[config.mk]
export PLATFORM = sky130hd
export DESIGN_NAME = dmem_store_buffer
export DESIGN_NICKNAME = d
export VERILOG_FILES = /design/src/rtl/dmem_store_buffer.sv
export SDC_FILE = /design/constraint.sdc
export NUM_CORES = 1
export LEC_CHECK = 0
export CORE_MARGIN = 2
export CORE_UTILIZATION = 55
export DETAILED_ROUTE_END_ITERATION = 8
export HOLD_SLACK_MARGIN = 0.06
export PLACE_DENSITY_LB_ADDON = 0.12
export SLEW_MARGIN = 20
export SYNTH_ARGS = -nofsm -noshare
export SYNTH_HDL_FRONTEND = slang
export SYNTH_SLANG_ARGS = --single-unit
[constraint.sdc]
create_clock -name clk -period 6.95 [get_ports clk]
set_clock_uncertainty 0.15 [all_clocks]
set_input_delay 1.39 -clock clk [delete_from_list [all_inputs] [get_ports clk]]
set_output_delay 1.39 -clock clk [all_outputs]
set_load 0.1 [all_outputs]
[src/rtl/dmem_store_buffer.sv]
// -----------------------------------------------------------------------------
// dmem_store_buffer
//
// Posted-write buffer between the CPU MEM stage and the data RAM. Stores retire
// from the CPU in one cycle into a small circular FIFO. The FIFO drains to the
// RAM one word at a time, in program order, under a req/ack handshake. Loads
// are forwarded from the youngest matching buffered store. Otherwise they read
// the RAM's asynchronous port.
//
// Ports
//   clk        in   clock; all state changes on the rising edge
//   rst        in   synchronous active-high reset
//   cpu_we     in   MEM-stage store request
//   cpu_re     in   MEM-stage load request (qualifier only)
//   cpu_addr   in   [31:0] byte address
//   cpu_wdata  in   [31:0] store data
//   cpu_rdata  out  [31:0] load data (forwarded or RAM)
//   sb_stall   out  store pending while buffer full
//   sb_count   out  [3:0] valid entries, 0..DEPTH
//   mem_req    out  drain write request (head entry valid)
//   mem_waddr  out  [31:0] drain write address
//   mem_wdata  out  [31:0] drain write data
//   mem_ack    in   RAM accepted the drain write
//   mem_raddr  out  [31:0] RAM read address (always cpu_addr)
//   mem_rdata  in   [31:0] RAM read data
// -----------------------------------------------------------------------------
module dmem_store_buffer #(
   parameter int DEPTH = 4
) (
   input  logic        clk,
   input  logic        rst,
   input  logic        cpu_we,
   input  logic        cpu_re,
   input  logic [31:0] cpu_addr,
   input  logic [31:0] cpu_wdata,
   output logic [31:0] cpu_rdata,
   output logic        sb_stall,
   output logic [3:0]  sb_count,
   output logic        mem_req,
   output logic [31:0] mem_waddr,
   output logic [31:0] mem_wdata,
   input  logic        mem_ack,
   output logic [31:0] mem_raddr,
   input  logic [31:0] mem_rdata
);

   localparam int PTR_W = (DEPTH > 1) ? $clog2(DEPTH) : 1;
   localparam logic [3:0] DEPTH_C = 4'(DEPTH);

   // Entry storage. Forwarding needs every entry in parallel, so these are
   // plain registers and not a RAM.
   logic [29:0]      addr_q [DEPTH];
   logic [31:0]      data_q [DEPTH];

   logic [PTR_W-1:0] head_q, head_d;
   logic [PTR_W-1:0] tail_q, tail_d;
   logic [3:0]       count_q, count_d;

   logic             full;
   logic             empty;
   logic             enq;
   logic             pop;

   // Fullness is judged on the registered count only. An ack in the same
   // cycle frees a slot for the next cycle and does not release this stall.
   assign full  = (count_q == DEPTH_C);
   assign empty = (count_q == 4'd0);
   assign enq   = cpu_we && !full;
   assign pop   = !empty && mem_ack;

   assign sb_stall  = cpu_we && full;
   assign sb_count  = count_q;
   assign mem_req   = !empty;
   assign mem_waddr = {addr_q[head_q], 2'b00};
   assign mem_wdata = data_q[head_q];
   assign mem_raddr = cpu_addr;

   // cpu_re only qualifies the load on the CPU side. The byte offset is not
   // part of the word-granular match.
   logic unused_bits;
   assign unused_bits = cpu_re ^ cpu_addr[1] ^ cpu_addr[0];

   // -------------------------------------------------------------------------
   // Pointer and count next-state
   // -------------------------------------------------------------------------
   always_comb begin
      head_d  = head_q;
      tail_d  = tail_q;
      count_d = count_q;
      if (pop) begin
         head_d = head_q + PTR_W'(1);
      end
      if (enq) begin
         tail_d = tail_q + PTR_W'(1);
      end
      // Simultaneous push and pop leaves the count unchanged.
      if (enq && !pop) begin
         count_d = count_q + 4'd1;
      end else if (pop && !enq) begin
         count_d = count_q - 4'd1;
      end
   end

   always_ff @(posedge clk) begin
      if (rst) begin
         head_q  <= '0;
         tail_q  <= '0;
         count_q <= '0;
      end else begin
         head_q  <= head_d;
         tail_q  <= tail_d;
         count_q <= count_d;
      end
   end

   // -------------------------------------------------------------------------
   // Entry write: one slot per generate instance, selected by the tail pointer
   // -------------------------------------------------------------------------
   generate
      for (genvar gi = 0; gi < DEPTH; gi++) begin : g_entry
         always_ff @(posedge clk) begin
            if (!rst && enq && (tail_q == PTR_W'(gi))) begin
               addr_q[gi] <= cpu_addr[31:2];
               data_q[gi] <= cpu_wdata;
            end
         end
      end
   endgenerate

   // -------------------------------------------------------------------------
   // Load forwarding. Walk the entries from oldest (head) to youngest. A later
   // match overrides an earlier one, so the youngest matching store wins. The
   // head stays eligible in the cycle it is acked because the pop takes effect
   // only at the edge.
   // -------------------------------------------------------------------------
   logic [PTR_W-1:0] fwd_idx;

   always_comb begin
      cpu_rdata = mem_rdata;
      fwd_idx   = head_q;
      for (int i = 0; i < DEPTH; i++) begin
         fwd_idx = head_q + PTR_W'(i);
         if ((4'(i) < count_q) && (addr_q[fwd_idx] == cpu_addr[31:2])) begin
            cpu_rdata = data_q[fwd_idx];
         end
      end
   end

endmodule

==> results of run 1 <==
-- routing by layer --
layer	vias up	global-route usage, %	wire length, um
met5	-	0	0
met4	0	7.90	1200
li1	5503	-	-
met3	98	4.27	3660
met2	586	49.5	24400
met1	6394	42.2	21000
-- area by class of cell --
| class | count | area, um2 |
|---|---|---|
| timing repair buffer | 276 | 3050 |
| antenna | 1 | 2.50 |
| multi-input combinational | 903 | 8910 |
| sequential | 258 | 7660 |
| tap | 402 | 503 |
| clock inverter | 18 | 205 |
| fill | 2275 | 10300 |
| inverter | 15 | 56.3 |
| clock buffer | 33 | 741 |
-- cell usage in the layout, fill, tap and decap left out, types with 15 or more instances in the layout --
cell               n
xor2_1            37
nor3_1            39
a221oi_2          32
clkdlybuf4s50_1  195
mux4_2           120
o21ai_0           44
buf_4             42
mux2_2            34
xnor2_1           55
a21oi_1           19
edfxtp_1         248
nand4_1           15
buf_12            39
nor2_1            33
clkbuf_16         29
nand2_1          121
mux2i_1          211
-- how the worst max path moves through the flow --
stage	slack (ps)	to	from	cells past startpoint
detailed placement	680	cpu_rdata[0]	cpu_addr[24]	11
global route	380	cpu_rdata[16]	head_q[0]	13
CTS	680	cpu_rdata[0]	cpu_addr[24]	11
floorplan	310	cpu_rdata[14]	flop	11
finish	580	cpu_rdata[0]	cpu_addr[31]	11
global placement	730	cpu_rdata[30]	cpu_addr[3]	13
-- power by group through the flow --
stage	sequential (W)	clock, W	combinational (W)
final	0.00206	0.00153	0.00426
after global routing	0.00209	0.00161	0.00444
after CTS	0.00206	0.00155	0.00426
after detailed placement	0.00210	0	0.00424
after global placement	0.00208	0	0.00422
after floorplan	0.00197	0	0.00345
-- flip-flops by register name, indices dropped and copies added, names as in the netlist, named ones only --
name / cells
addr_q: 120
data_q: 128
head_q: 2
sb_count: 4
tail_q: 2
-- cell families after synthesis --
kind of cell / share of synthesized area, %
compound gates: 7.97
buf+inv: 5.80
xor+xnor: 4.59
other cells: 0.0214
mux: 30.4
flops: 43.6
fa+ha+maj: 0.570
simple gates: 7.11
-- critical path, stage by stage --
cell	delay, ps
clkdlybuf4s50_1	660
nor2_1	150
a2111oi_0	580
a21oi_1	160
a2111oi_2	310
and4bb_2	330
buf_12	240
mux2i_1	270
o21ai_0	130
a221oi_2	290
buf_12	220
-- per-stage QoR --
stage | hold slack, ps | instance area (um2) | setup WS [ps] | utilization (%)
CTS | 350 | 21100 | 678 | 67.1
finish | 349 | 21100 | 581 | 67.1
floorplan | 319 | 17600 | 313 | -
global route | 387 | 21100 | 375 | 67.1
global placement | 337 | 20200 | 733 | 64.1
detailed placement | 343 | 20200 | 679 | 64.1
==> results.json, run 1 <==
{
  "status": "complete, no violations",
  "synth.area.top_cells": "edfxtp_1, mux4_2, mux2i_1",
  "netlist_instances": 1321,
  "clock_latency_ps": 550,
  "endpoint_kind": "primary output",
  "cts_resized": 0,
  "clk_pin_slew_worst_paths_ps": 60,
  "synth_area_um2": 17600,
  "p_clk_share_pct": 19.5,
  "synth_ff_type": "edfxtp_1",
  "power_switching_w": 0.00362,
  "yosys_warnings": 0,
  "synth_cell_type_count": 70,
  "htree_levels": 1,
  "place_hpwl_mm": 34.4,
  "r2r_cells": 8,
  "die-area_um2": 33400,
  "grt_usage_pct": 30.0,
  "postRouteAntennaNets": 0,
  "vias": 12600,
  "place_congestion": 0.958,
  "reg2reg_setup_slack_ps": 3820,
  "setup_tns_ps": 0,
  "drive_above_1_share_pct": 22.2,
  "grt_pass1_wl_mm": 76.3,
  "cts_tree": "done",
  "wire_per_inst_um": 26.4,
  "hold_buffers": 0,
  "r2r_end": "addr_q[1][19]",
  "async_flop_share_pct": 0,
  "grt_overflow": 0,
  "clock_path_buffers": 3,
  "hold_path.class": "flop to flop",
  "drv_cap": 0,
  "synth_top_area_cell": "edfxtp_1",
  "synth.avg_cell_area_um2": 13.3,
  "grt_setup_unrepaired": "false",
  "grt_max_degree": 63,
  "finalSetupViolations": 0,
  "clock-sinks": 258,
  "dieWidth_um": 183,
  "yosysMostFrequentCell": "edfxtp_1",
  "ir_drop_v": 0.000383,
  "vias_per_cell": 6.60,
  "worstHoldStart": "tail_q[1]",
  "cts_buffers": 29,
  "fin_crit_ps": 6370,
  "pin_count": 235,
  "io_buffer_count": 227,
  "critPathRequiredTime_ps": 5410,
  "switching_share_pct": 46.1,
  "slew_headroom_pct": 28.4,
  "die_h_um": 183,
  "timing.fmax_ghz": 0.157,
  "drt-pass1-iter-count": 5,
  "hold_violations": 0,
  "fin_cells": 1906,
  "fin_crit_sh_pct": 91.6,
  "rows": 65,
  "cts_root_buffer": "clkbuf_16",
  "post_cts_buffers": 0,
  "hold_path_end": "tail_q[1]",
  "start_util_pct": 55.8,
  "ys_ff_latch": 258,
  "synthTopCellsByCount": "edfxtp_1, mux2i_1, nand2_1",
  "p_int_w": 0.00423,
  "finalWirelength_mm": 50.3,
  "initialDrtViolationCount": 1299,
  "placed_cells": 1854,
  "synth-edff-count": 248,
  "pwr-share-comb_pct": 54.3,
  "p_per_area_nw_per_um2": 372,
  "critPathLaunchType": "input pin",
  "cp.arrival_ps": 4830,
  "worst_pin_slew_ps": 1070,
  "synth_seq_area_share_pct": 43.6,
  "power.total_w": 0.00785,
  "layout.nets": 1592,
  "power_frac_seq_pct": 26.2,
  "antenna_found_initial": 1,
  "synth_top_area_share_pct": 42.4,
  "grt_pass1_vias": 12600,
  "core-area_um2": 31500,
  "critPathMaxFanout": 32,
  "drc": 0,
  "leakagePower_nw": 6.89,
  "area_growth_pct": 20.3,
  "r2r-start": "sb_count[0]",
  "drv_slew": 0,
  "holdPathStages": 2,
  "criticalPathCategory": "input pin to primary output"
}
No activity file was read; power rests on OpenSTA's default activity.
==> run 2, diff against run 1 <==
CORE_UTILIZATION = 33   (was 55)
GPL_ROUTABILITY_DRIVEN = 0   (was not set)
==> run 2 against run 1 <==
- non-clock buffer count is 15 higher
- hold slack gained 4.6 ps
- largest power group unchanged
- routed wire length rose by 16%
- combinational power rose by 2%
- power is 3.1% higher
- fmax is 3.4% lower
- utilization decreased by 26 points
- register-to-register slack worse by 50 ps
- worst setup slack worse by 230 ps
- global-route usage decreased by 9.4 points
- clock power increased by 11%
- cell count up 16%
==> results.json, run 2 (synthesized netlist as in run 1, its figures left out) <==
{
  "status": "complete, no violations",
  "critPathRequiredTime_ps": 5410,
  "slowest_delay_ps": 910,
  "drt-pass1-iter-count": 5,
  "worst_pin_slew_ps": 1110,
  "die-area_um2": 55100,
  "leakagePower_nw": 7.03,
  "drive_above_1_share_pct": 23.0,
  "area_growth_pct": 23.8,
  "power_frac_seq_pct": 25.2,
  "antenna_found_initial": 3,
  "cts_resized": 0,
  "drv_slew": 0,
  "slowest_stage": "clkdlybuf4s50_1",
  "clock-sinks": 258,
  "grt_usage_pct": 20.7,
  "final_common_cell": "edfxtp_1",
  "finalSetupViolations": 0,
  "cts_buffers": 31,
  "io_buffer_count": 227,
  "start_util_pct": 33.4,
  "grt_max_degree": 66,
  "timing.fmax_ghz": 0.152,
  "die_h_um": 235,
  "crit_chain": "clkdlybuf4s50_1, nor2_1, a2111oi_0, a21oi_1, a2111oi_2, nand4_1, nand2_2, nor3_4, buf_16, buf_12, a221oi_2, buf_12",
  "drv_cap": 0,
  "vias_per_cell": 5.64,
  "cts_tree": "done",
  "worst_path_most_repeated_cell": "buf_12",
  "clock_latency_ps": 570,
  "hold_violations": 0,
  "num-fill-cells": 4912,
  "place_hpwl_mm": 40.6,
  "rows": 84,
  "setup_tns_ps": 0,
  "fin_crit_ps": 6590,
  "pin_count": 235,
  "p_int_w": 0.00439,
  "postRouteAntennaNets": 0,
  "cp.arrival_ps": 5050,
  "grt_pass1_vias": 12600,
  "slew_headroom_pct": 25.5,
  "critPathMaxFanout": 15,
  "htree_levels": 1,
  "clk_pin_slew_worst_paths_ps": 60,
  "fin_crit_sh_pct": 94.9,
  "critPathLaunchType": "input pin",
  "criticalPathCategory": "input pin to primary output",
  "cts_root_buffer": "clkbuf_16",
  "switching_share_pct": 45.7,
  "layout.nets": 1609,
  "core-area_um2": 52600,
  "dieWidth_um": 235,
  "grt_overflow": 0,
  "power.total_w": 0.00809,
  "largest_register": "data_q",
  "drc": 0,
  "largest_reg_flops": 128,
  "grt_pass1_wl_mm": 86.3,
  "hold_path.class": "flop to flop",
  "grt_setup_unrepaired": "false",
  "pwr-share-comb_pct": 53.8,
  "p_per_area_nw_per_um2": 372,
  "endpoint_kind": "primary output",
  "ir_drop_v": 0.000274,
  "hold_buffers": 0,
  "post_cts_buffers": 0,
  "wire_per_inst_um": 26.3,
  "initialDrtViolationCount": 834,
  "power_switching_w": 0.00370,
  "finalWirelength_mm": 58.2,
  "vias": 12500,
  "p_clk_share_pct": 21.1,
  "clock_path_buffers": 3,
  "final_cell_mix": "edfxtp_1, mux2i_1, clkdlybuf4s50_1"
}
==> run 2: cell count changes in the layout (fill, tap and decap cells not counted), moves of 2 or more <==
cell and change:
buf_4 +14, bufinv_16 +3, clkinv_1 +3, clkbuf_16 +2, clkinv_2 +2, inv_6 -2
==> run 2: final timing paths <==
| kind | from | to | slack, ps | cells after the start |
|---|---|---|---|---|
| worst min-delay path | tail_q[1] | tail_q[1] | 350 | 2 |
| worst max-delay path | cpu_addr[7] | cpu_rdata[29] | 360 | 12 |
| worst max register to register | sb_count[0] | data_q[1][7] | 3770 | 8 |
| worst min register to register | tail_q[1] | tail_q[1] | 350 | 2 |
==> run 2: cell type report <==
type	count	area (um2)	share of cell area [%]
inverter	15	56.3	0.259
multi-input combinational	903	8910	41.0
tap	688	861	3.96
timing repair buffer	291	3180	14.6
clock inverter	21	267	1.23
antenna	2	5.00	0.0230
sequential	258	7660	35.2
clock buffer	36	795	3.65
==> run 2: layer usage <==
metal	wire, um	GRT usage, %
met1	24900	27.4
met2	29000	35.2
met3	2890	2.66
met4	1450	6.12
met5	13	0
==> run 2: worst max-delay path, delay by kind of cell <==
kind            cells  cell delay (ps)
simple gates        4              780
buf+inv             4             1520
compound gates      4             1320
==> run 2: power groups by stage <==
stage          sequential [W]  combinational [W]  clock (W)
2_1_floorplan         0.00197            0.00345          0
3_3_place_gp          0.00207            0.00437          0
3_5_place_dp          0.00207            0.00437          0
4_1_cts               0.00204            0.00438    0.00174
5_1_grt               0.00206            0.00456    0.00180
6_report              0.00203            0.00435    0.00170
==> run 2: through the flow <==
step	area, um2	util (%)	setup slack [ps]	cells	hold WS [ps]
after global routing	21700	41.4	266	2214	398
final	21700	41.4	356	2214	353
after global placement	20600	39.3	416	2154	335
after floorplan	17600	-	313	1322	319
after detailed placement	20600	39.3	381	2154	346
after CTS	21700	41.3	275	2211	354
